--- config.mk ---
export PLATFORM = sky130hd
export DESIGN_NAME = mem_seq_ctrl
export DESIGN_NICKNAME = d
export VERILOG_FILES = /design/src/rtl/mem_seq_ctrl.sv
export SDC_FILE = /design/constraint.sdc
export NUM_CORES = 1
export LEC_CHECK = 0
export CAP_MARGIN = 20
export CORE_MARGIN = 3
export CORE_UTILIZATION = 40
export CTS_CLUSTER_DIAMETER = 40
export CTS_CLUSTER_SIZE = 20
export DETAILED_ROUTE_END_ITERATION = 8
export PLACE_DENSITY = 0.82
export SYNTH_ARGS = -nofsm -noshare
export SYNTH_HDL_FRONTEND = slang
export SYNTH_SLANG_ARGS = --single-unit
--- constraint.sdc ---
create_clock -name clk -period 2.7 [get_ports clk]
set_input_delay 0.54 -clock clk [delete_from_list [all_inputs] [get_ports clk]]
set_output_delay 0.54 -clock clk [all_outputs]
set_load 0.005 [all_outputs]
--- src/rtl/mem_seq_ctrl.sv ---
// mem_seq_ctrl
// Burst sequencer that owns both ports of the single-clock weight/activation
// memory. A LOAD burst writes words from an upstream valid/ready stream to
// consecutive addresses. A STREAM burst reads consecutive addresses and hands
// the words to the downstream MAC datapath through a registered valid/ready
// output stage. Only one burst runs at a time.
//
// Ports:
//   clk, rst_n          clock (rising edge), asynchronous active-low reset
//   load_start          pulse: start a LOAD burst (wins over stream_start)
//   stream_start        pulse: start a STREAM burst
//   base_addr, count    burst start address and length, sampled on start
//   s_valid/s_ready/s_data          upstream load stream
//   mem_write_en/addr/data          memory write port (combinational)
//   mem_read_addr/mem_read_data     memory read port (combinational read)
//   m_valid/m_ready/m_data/m_last   registered downstream stream
//   busy                a burst is in progress (LOAD, STREAM or FINISH)
//   done                one-cycle pulse when a burst completes
module mem_seq_ctrl #(
  parameter int ADDR_WIDTH = 4,
  parameter int DATA_WIDTH = 16,
  parameter int DEPTH      = 16
) (
  input  logic                  clk,
  input  logic                  rst_n,
  input  logic                  load_start,
  input  logic                  stream_start,
  input  logic [ADDR_WIDTH-1:0] base_addr,
  input  logic [ADDR_WIDTH:0]   count,
  input  logic                  s_valid,
  output logic                  s_ready,
  input  logic [DATA_WIDTH-1:0] s_data,
  output logic                  mem_write_en,
  output logic [ADDR_WIDTH-1:0] mem_write_addr,
  output logic [DATA_WIDTH-1:0] mem_write_data,
  output logic [ADDR_WIDTH-1:0] mem_read_addr,
  input  logic [DATA_WIDTH-1:0] mem_read_data,
  output logic                  m_valid,
  input  logic                  m_ready,
  output logic [DATA_WIDTH-1:0] m_data,
  output logic                  m_last,
  output logic                  busy,
  output logic                  done
);

  typedef enum logic [1:0] {
    IDLE   = 2'd0,
    LOAD   = 2'd1,
    STREAM = 2'd2,
    FINISH = 2'd3
  } state_t;

  localparam logic [ADDR_WIDTH:0] LP_DEPTH = (ADDR_WIDTH+1)'(DEPTH);
  localparam logic [ADDR_WIDTH:0] LP_ONE   = (ADDR_WIDTH+1)'(1);

  state_t                r_state;
  state_t                w_state_next;
  logic [ADDR_WIDTH-1:0] r_base;
  logic [ADDR_WIDTH:0]   r_len;
  logic [ADDR_WIDTH:0]   r_idx;     // write index in LOAD, read index in STREAM
  logic [DATA_WIDTH-1:0] r_m_data;
  logic                  r_m_valid;
  logic                  r_m_last;

  logic [ADDR_WIDTH:0]   w_len_clamped;
  logic [ADDR_WIDTH-1:0] w_addr;
  logic                  w_idx_last;
  logic                  w_out_fire;
  logic                  w_out_load;

  assign w_len_clamped = (count > LP_DEPTH) ? LP_DEPTH : count;
  // DEPTH is a power of two, so dropping the carry gives the modulo wrap.
  assign w_addr        = r_base + r_idx[ADDR_WIDTH-1:0];
  assign w_idx_last    = (r_idx == (r_len - LP_ONE));
  assign w_out_fire    = r_m_valid && m_ready;
  // Refill the output register when it is empty or being drained this cycle.
  assign w_out_load    = (r_state == STREAM) && (!r_m_valid || m_ready) &&
                         (r_idx < r_len);

  always_ff @(posedge clk or negedge rst_n) begin
    if (!rst_n) begin
      r_state   <= IDLE;
      r_base    <= '0;
      r_len     <= '0;
      r_idx     <= '0;
      r_m_data  <= '0;
      r_m_valid <= 1'b0;
      r_m_last  <= 1'b0;
    end else begin
      r_state <= w_state_next;
      case (r_state)
        IDLE: begin
          if (load_start || stream_start) begin
            r_base <= base_addr;
            r_len  <= w_len_clamped;
            r_idx  <= '0;
          end
        end
        LOAD: begin
          if (s_valid) begin
            r_idx <= r_idx + LP_ONE;
          end
        end
        STREAM: begin
          if (w_out_load) begin
            r_m_data  <= mem_read_data;
            r_m_valid <= 1'b1;
            r_m_last  <= w_idx_last;
            r_idx     <= r_idx + LP_ONE;
          end else if (w_out_fire) begin
            r_m_valid <= 1'b0;
            r_m_last  <= 1'b0;
          end
        end
        default: begin
          r_m_valid <= 1'b0;
          r_m_last  <= 1'b0;
        end
      endcase
    end
  end

  always_comb begin
    w_state_next   = r_state;
    s_ready        = 1'b0;
    mem_write_en   = 1'b0;
    mem_write_addr = '0;
    mem_write_data = '0;
    mem_read_addr  = '0;
    busy           = 1'b1;
    done           = 1'b0;
    case (r_state)
      IDLE: begin
        busy = 1'b0;
        if (load_start) begin
          w_state_next = (w_len_clamped == '0) ? FINISH : LOAD;
        end else if (stream_start) begin
          w_state_next = (w_len_clamped == '0) ? FINISH : STREAM;
        end
      end
      LOAD: begin
        s_ready        = 1'b1;
        mem_write_en   = s_valid;
        mem_write_addr = w_addr;
        mem_write_data = s_data;
        if (s_valid && w_idx_last) begin
          w_state_next = FINISH;
        end
      end
      STREAM: begin
        mem_read_addr = w_addr;
        if (w_out_fire && r_m_last) begin
          w_state_next = FINISH;
        end
      end
      default: begin
        done         = 1'b1;
        w_state_next = IDLE;
      end
    endcase
  end

  assign m_valid = r_m_valid;
  assign m_data  = r_m_data;
  assign m_last  = r_m_last;

endmodule

# Word level (Yosys, flattened, before mapping)
# Cells that the tools add are included.
# classes
mul,0
n_shift,0
addsub,3
div,0
eq_ne,10
reduce_logical,18
n_lt_le_gt_ge,2
bitwise_logic,1
n_mux,24
# ops
operator,count
two-way mux 5 bit,4
two-way mux 16 bit,1
one-hot mux 5 bit (3 select lines),1
two-way mux 2 bit,5
two-way mux 1 bit,8
two-way mux 4 bit,2
!= test 2 bit (second input constant),4
!= test 3 bit (second input constant),2
one-hot mux 2 bit (3 select lines),1
AND reduction 2 bit,3
adder 5 x 1 -> 5 bit (second input constant),1
equality test 5 bit,1
greater-than comparator 5 bit (second input constant),1
logical AND 1 bit,5
zero test 5 bit,1
< comparator 5 bit,1
subtractor 5 x 1 -> 5 bit (second input constant),1
adder 4 bit,1
one-hot mux 1 bit (2 select lines),2
AND reduction 4 bit,1
AND reduction 3 bit,1
nonzero test 3 bit,1
OR reduction 3 bit,1
equality test 2 x 1 -> 1 bit (second input constant),1
7 further kinds,8
# word_totals
ram_bits,0
output_inout_bits,46
latch_bits,0
reg_bits,34
rom_bits,0
input_bits,47
memories,0

# Logic depth before layout (Yosys ltp)
# depth
word_depth,7
ltp_mapped,9
mapped_depth_nobuf,7

# Worst setup path before layout
# OpenSTA, ideal clock, no wires.
# synth_timing
path_kind,reg-to-reg
from,register r_len[2]
to,register r_m_data[10] (netlist: m_data[10])
slack_ns,0.645
path_buffers,2
setup_time_ns,0.125
stages_incl_launch_ff,10
arrival_ns,1.930
period_less_slack_ns,2.055
cell_sequence,dfrtp_1 inv_1 ha_1 o21ai_0 a21oi_1 o21ai_0 and2_1 buf_2 buf_2 mux2_2
# synth_via
elab_chain_len,3
# synth_rtl
element,line_no,text
start: declaration,59,logic [ADDR_WIDTH:0] r_len;
start signal: assignment,95,r_len <= w_len_clamped;
< comparator 5 bit,78,(r_idx < r_len);
logical AND 1 bit,77,assign w_out_load = (r_state == STREAM) && (!r_m_valid || m_ready) &&
AND reduction 2 bit (no source line),n/a,
end signal: assignment,106,r_m_data <= mem_read_data;
end: declaration,61,logic [DATA_WIDTH-1:0] r_m_data;
# Every way passes these cells.
# A chain may end at the register's enable or synchronous reset.

# Worst setup path in the final report
# layout_timing
from,register r_idx[1]
to,output port mem_read_addr[3]
# layout_via
elab_chain_len,2
# layout_rtl
element,line_no,text
start: declaration,60,logic [ADDR_WIDTH:0] r_idx;
start signal: assignment,101,r_idx <= r_idx + LP_ONE;
start signal: assignment,109,r_idx <= r_idx + LP_ONE;
adder 4 bit,73,assign w_addr = r_base + r_idx[ADDR_WIDTH-1:0];
two-way mux 4 bit,132,case (r_state)
end: declaration,36,"output logic [ADDR_WIDTH-1:0] mem_read_addr,"
# Every way passes these cells.

==> out/qor.yml <==
comb_power_share_pct: 58.6
seq_power_share_pct: 25.6
grt.busiest_layer: "met2"
tightest_slew_ns: 0.424
final_design_area_no_fill_um2: 3210
critical_path_required_ns: 2.16
leakage_power_summed_over_all_cells_nw: 1.37
first_iter_violations: 74
fill_count: 397
synth.distinct_cells: 38
ant_nets: 0
power.switching_fraction_pct: 33.5
initial_antenna_violation_count: 0
clock_tree_from_tritoncts: "done"
core.rowCount: 25
synth.net_count: 260
global_route_met1_usage_pct: 21.5
power.clock.fraction_pct: 15.8
period_share_pct: 96.6
critical_path_arrival_ns: 2.07
grt_remaining_overflow: 0
grt_pass1_wl_um: 7930
detail_route.drc_violations: 0
final_nets: 359
grt_start_max_net_pins: 35
core_region_area_um2: 4820
top_cells_by_area_synth: "sky130_fd_sc_hd__dfrtp_1, sky130_fd_sc_hd__mux2_2, sky130_fd_sc_hd__ha_1, sky130_fd_sc_hd__and2_1, sky130_fd_sc_hd__o21ai_0"
routedWlPerCell_um: 13.3
rsz0062_at_grt: "no"
detail_route.vias_per_cell: 4.87
cts.sinks: 34
max-slew-margin-rel_pct: 71.7
max-vdd-ir-drop_mv: 0.636
timing.final.hold_violations: 0
fmax_ghz: 0.383
worst_clock_skew_ns: 0.00937
dpl.hpwl_um: 3880
worst-path-max-fanout: 5
syn-cell-area_um2: 2030
finalPower_mw: 3.63
ys_async_sr_fraction_pct: 100
internal_power_mw: 2.41
register_area_um2: 852
mostFrequentLayoutCell: "sky130_fd_sc_hd__clkdlybuf4s50_1"
setup.worst_path.class: "reg -> out"
timing.critical_path.to_type: "output pin"
pin_count: 93
final_max_slew_viol_count: 0
drt-total-wl_um: 4850
ys.warnings.count: 0
floorplan.die_area_um2: 5960
timing.critical_path.from_type: "register"
grt_use_met2_pct: 26.3
buffer_ports.inserted: 92
tritoncts.num_buffers: 5
dominantRegCellSynth: "sky130_fd_sc_hd__dfrtp_1"
seq_area_frac_synth_pct: 41.9
period_minus_slack_ns: 2.61
cts_htree_levels: 2
setup_viol: 0
cts_hold_buf: 0
commonest_non_fill_non_tap_cells_in_the_layout: "sky130_fd_sc_hd__clkdlybuf4s50_1, sky130_fd_sc_hd__dfrtp_1, sky130_fd_sc_hd__mux2_2, sky130_fd_sc_hd__and2_1"
source_to_sink_clock_delay_at_the_later_pin_of_the_worst_skew_pair_ns: 0.28
post-synth-top-area-cell: "sky130_fd_sc_hd__dfrtp_1"
area_after_detailed_placement_um2: 3040
post_synth.cell_area_avg_um2: 10.2
class_of_the_tightest_hold_or_removal_check: "reg -> reg"
net_sw_power_mw: 1.22
postSynthRegisterBits: 34
multiInputGateArea_um2: 1100
synth-edff-count: 0
max_cap_viol_count: 0
area.growth.synth_to_final_pct: 58.4
final_layout_size_suffix_gt1_share_pct: 16.4
m3_gr_usage_pct: 5.52
netlist_instances: 198
global_routing_usage_summed_across_all_routing_layers_pct: 16.3
clk_pin_slew_ns: 0.07
totalNegativeSetupSlack_ns: 0
antenna-diode-count: 0
routabilityCongestion: 0.848
start_util_pct: 42.1
die_width_um: 77.2
vias: 1777
die-height_um: 77.2
clk_root_buffer_cell: "sky130_fd_sc_hd__clkbuf_8"
status: "finished, final reports clean"
cts.path.max_buffers: 2
drt_pre_antenna_iters: 4
total_power_divided_by_cell_area_nw_per_um2: 1130
first_global_vias: 1649
portion_of_synthesized_cell_area_occupied_by_the_leading_cell_type_pct: 41.9
repair_timing:
action,CTS,global route
gates resized for setup,1,3
pin swaps,0,1
buffers inserted,1,2
endpoints found under the setup margin,2,4
power groups by stage:
stage | Combinational, mW | Sequential [mW] | Clock, mW
2_1_floorplan | 1.19 | 0.910 | 0
3_3_place_gp | 2.05 | 0.933 | 0
3_5_place_dp | 2.09 | 0.947 | 0
4_1_cts | 2.12 | 0.933 | 0.586
5_1_grt | 2.34 | 0.964 | 0.605
6_report | 2.13 | 0.929 | 0.574
sequential cells by signal, summed over array words and instances (netlist names):
| signal | count |
|---|---|
| m_data | 16 |
| m_last | 1 |
| m_valid | 1 |
| r_base | 4 |
| r_idx | 5 |
| r_len | 5 |
| r_state | 2 |
cells in the mapped netlist (2+ instances only):
cell                       count
sky130_fd_sc_hd__xor2_1        3
sky130_fd_sc_hd__o41ai_1       2
sky130_fd_sc_hd__clkbuf_1      5
sky130_fd_sc_hd__a21oi_1       5
sky130_fd_sc_hd__inv_1        13
sky130_fd_sc_hd__nand4_1       2
sky130_fd_sc_hd__and2_1       20
sky130_fd_sc_hd__or4_1         2
sky130_fd_sc_hd__mux2_2       23
sky130_fd_sc_hd__a21o_1        2
sky130_fd_sc_hd__nand2b_1      5
sky130_fd_sc_hd__nand3_1       3
sky130_fd_sc_hd__nand3b_1      2
sky130_fd_sc_hd__nor3_1        2
sky130_fd_sc_hd__dfrtp_1      34
sky130_fd_sc_hd__xnor2_1       7
sky130_fd_sc_hd__nor2_1       10
sky130_fd_sc_hd__o21ai_0      13
sky130_fd_sc_hd__a22o_1        2
sky130_fd_sc_hd__and2_2        2
sky130_fd_sc_hd__ha_1         14
sky130_fd_sc_hd__nand2_1      10
sky130_fd_sc_hd__buf_2         2
cell families after synthesis:
kind of cell	share of synthesized area, %
fa+ha+maj	9.62
simple gates	16.6
compound gates	10.5
xor+xnor	4.32
flops	41.9
buf+inv	4.19
mux	12.8
stage by stage:
| stage | hold WS [ns] | utilization [%] | setup slack [ns] | instances |
|---|---|---|---|---|
| floorplan | 0.244 | - | 0.645 | 198 |
| global placement | 0.489 | 63.1 | 0.346 | 354 |
| detailed placement | 0.494 | 63.1 | 0.290 | 354 |
| CTS | 0.511 | 66.2 | 0.0290 | 363 |
| global route | 0.521 | 66.7 | 0.0197 | 365 |
| finish | 0.508 | 66.7 | 0.0922 | 365 |
path summary, 6_finish.rpt:
| kind | startpoint | end | slack [ns] | cells past startpoint |
|---|---|---|---|---|
| max in group asynchronous | rst_n | r_idx[1]$_DFFE_PN0P_ | 1.71 | 2 |
| hold reg to reg | m_data[7]$_DFFE_PN0P_ | m_data[7]$_DFFE_PN0P_ | 0.51 | 1 |
| hold / removal | m_data[7]$_DFFE_PN0P_ | m_data[7]$_DFFE_PN0P_ | 0.51 | 1 |
| setup reg to reg | r_state[0]$_DFFE_PN0P_ | r_idx[3]$_DFFE_PN0P_ | 0.39 | 7 |
| min in group asynchronous | rst_n | m_data[6]$_DFFE_PN0P_ | 0.66 | 2 |
| setup / recovery | r_idx[1]$_DFFE_PN0P_ | mem_read_addr[3] | 0.09 | 6 |
metal layers:
| layer | vias up | part of all wire (%) | wire [um] |
|---|---|---|---|
| met4 | 0 | 0.78 | 38 |
| met5 | - | 0 | 0 |
| li1 | 880 | - | - |
| met1 | 807 | 45 | 2180 |
| met3 | 6 | 9.1 | 442 |
| met2 | 84 | 45 | 2190 |
critical path: stages (launching register included):
cell                              delay, ns
sky130_fd_sc_hd__dfrtp_2               0.44
sky130_fd_sc_hd__ha_1                  0.28
sky130_fd_sc_hd__a21o_1                0.20
sky130_fd_sc_hd__a21oi_2               0.15
sky130_fd_sc_hd__xnor2_1               0.10
sky130_fd_sc_hd__nor2_1                0.10
sky130_fd_sc_hd__clkdlybuf4s50_1       0.50
final cells by class:
cell class              count  share of cell area [%]
repair buffers            100                    30.5
clock buffers               6                    2.57
inverters                  14                    1.64
multi-input cells         142                    34.3
well taps                  67                    2.61
clock inverters             2                    1.87
flip-flops and latches     34                    26.5
No activity file was read; power rests on OpenSTA's default activity.
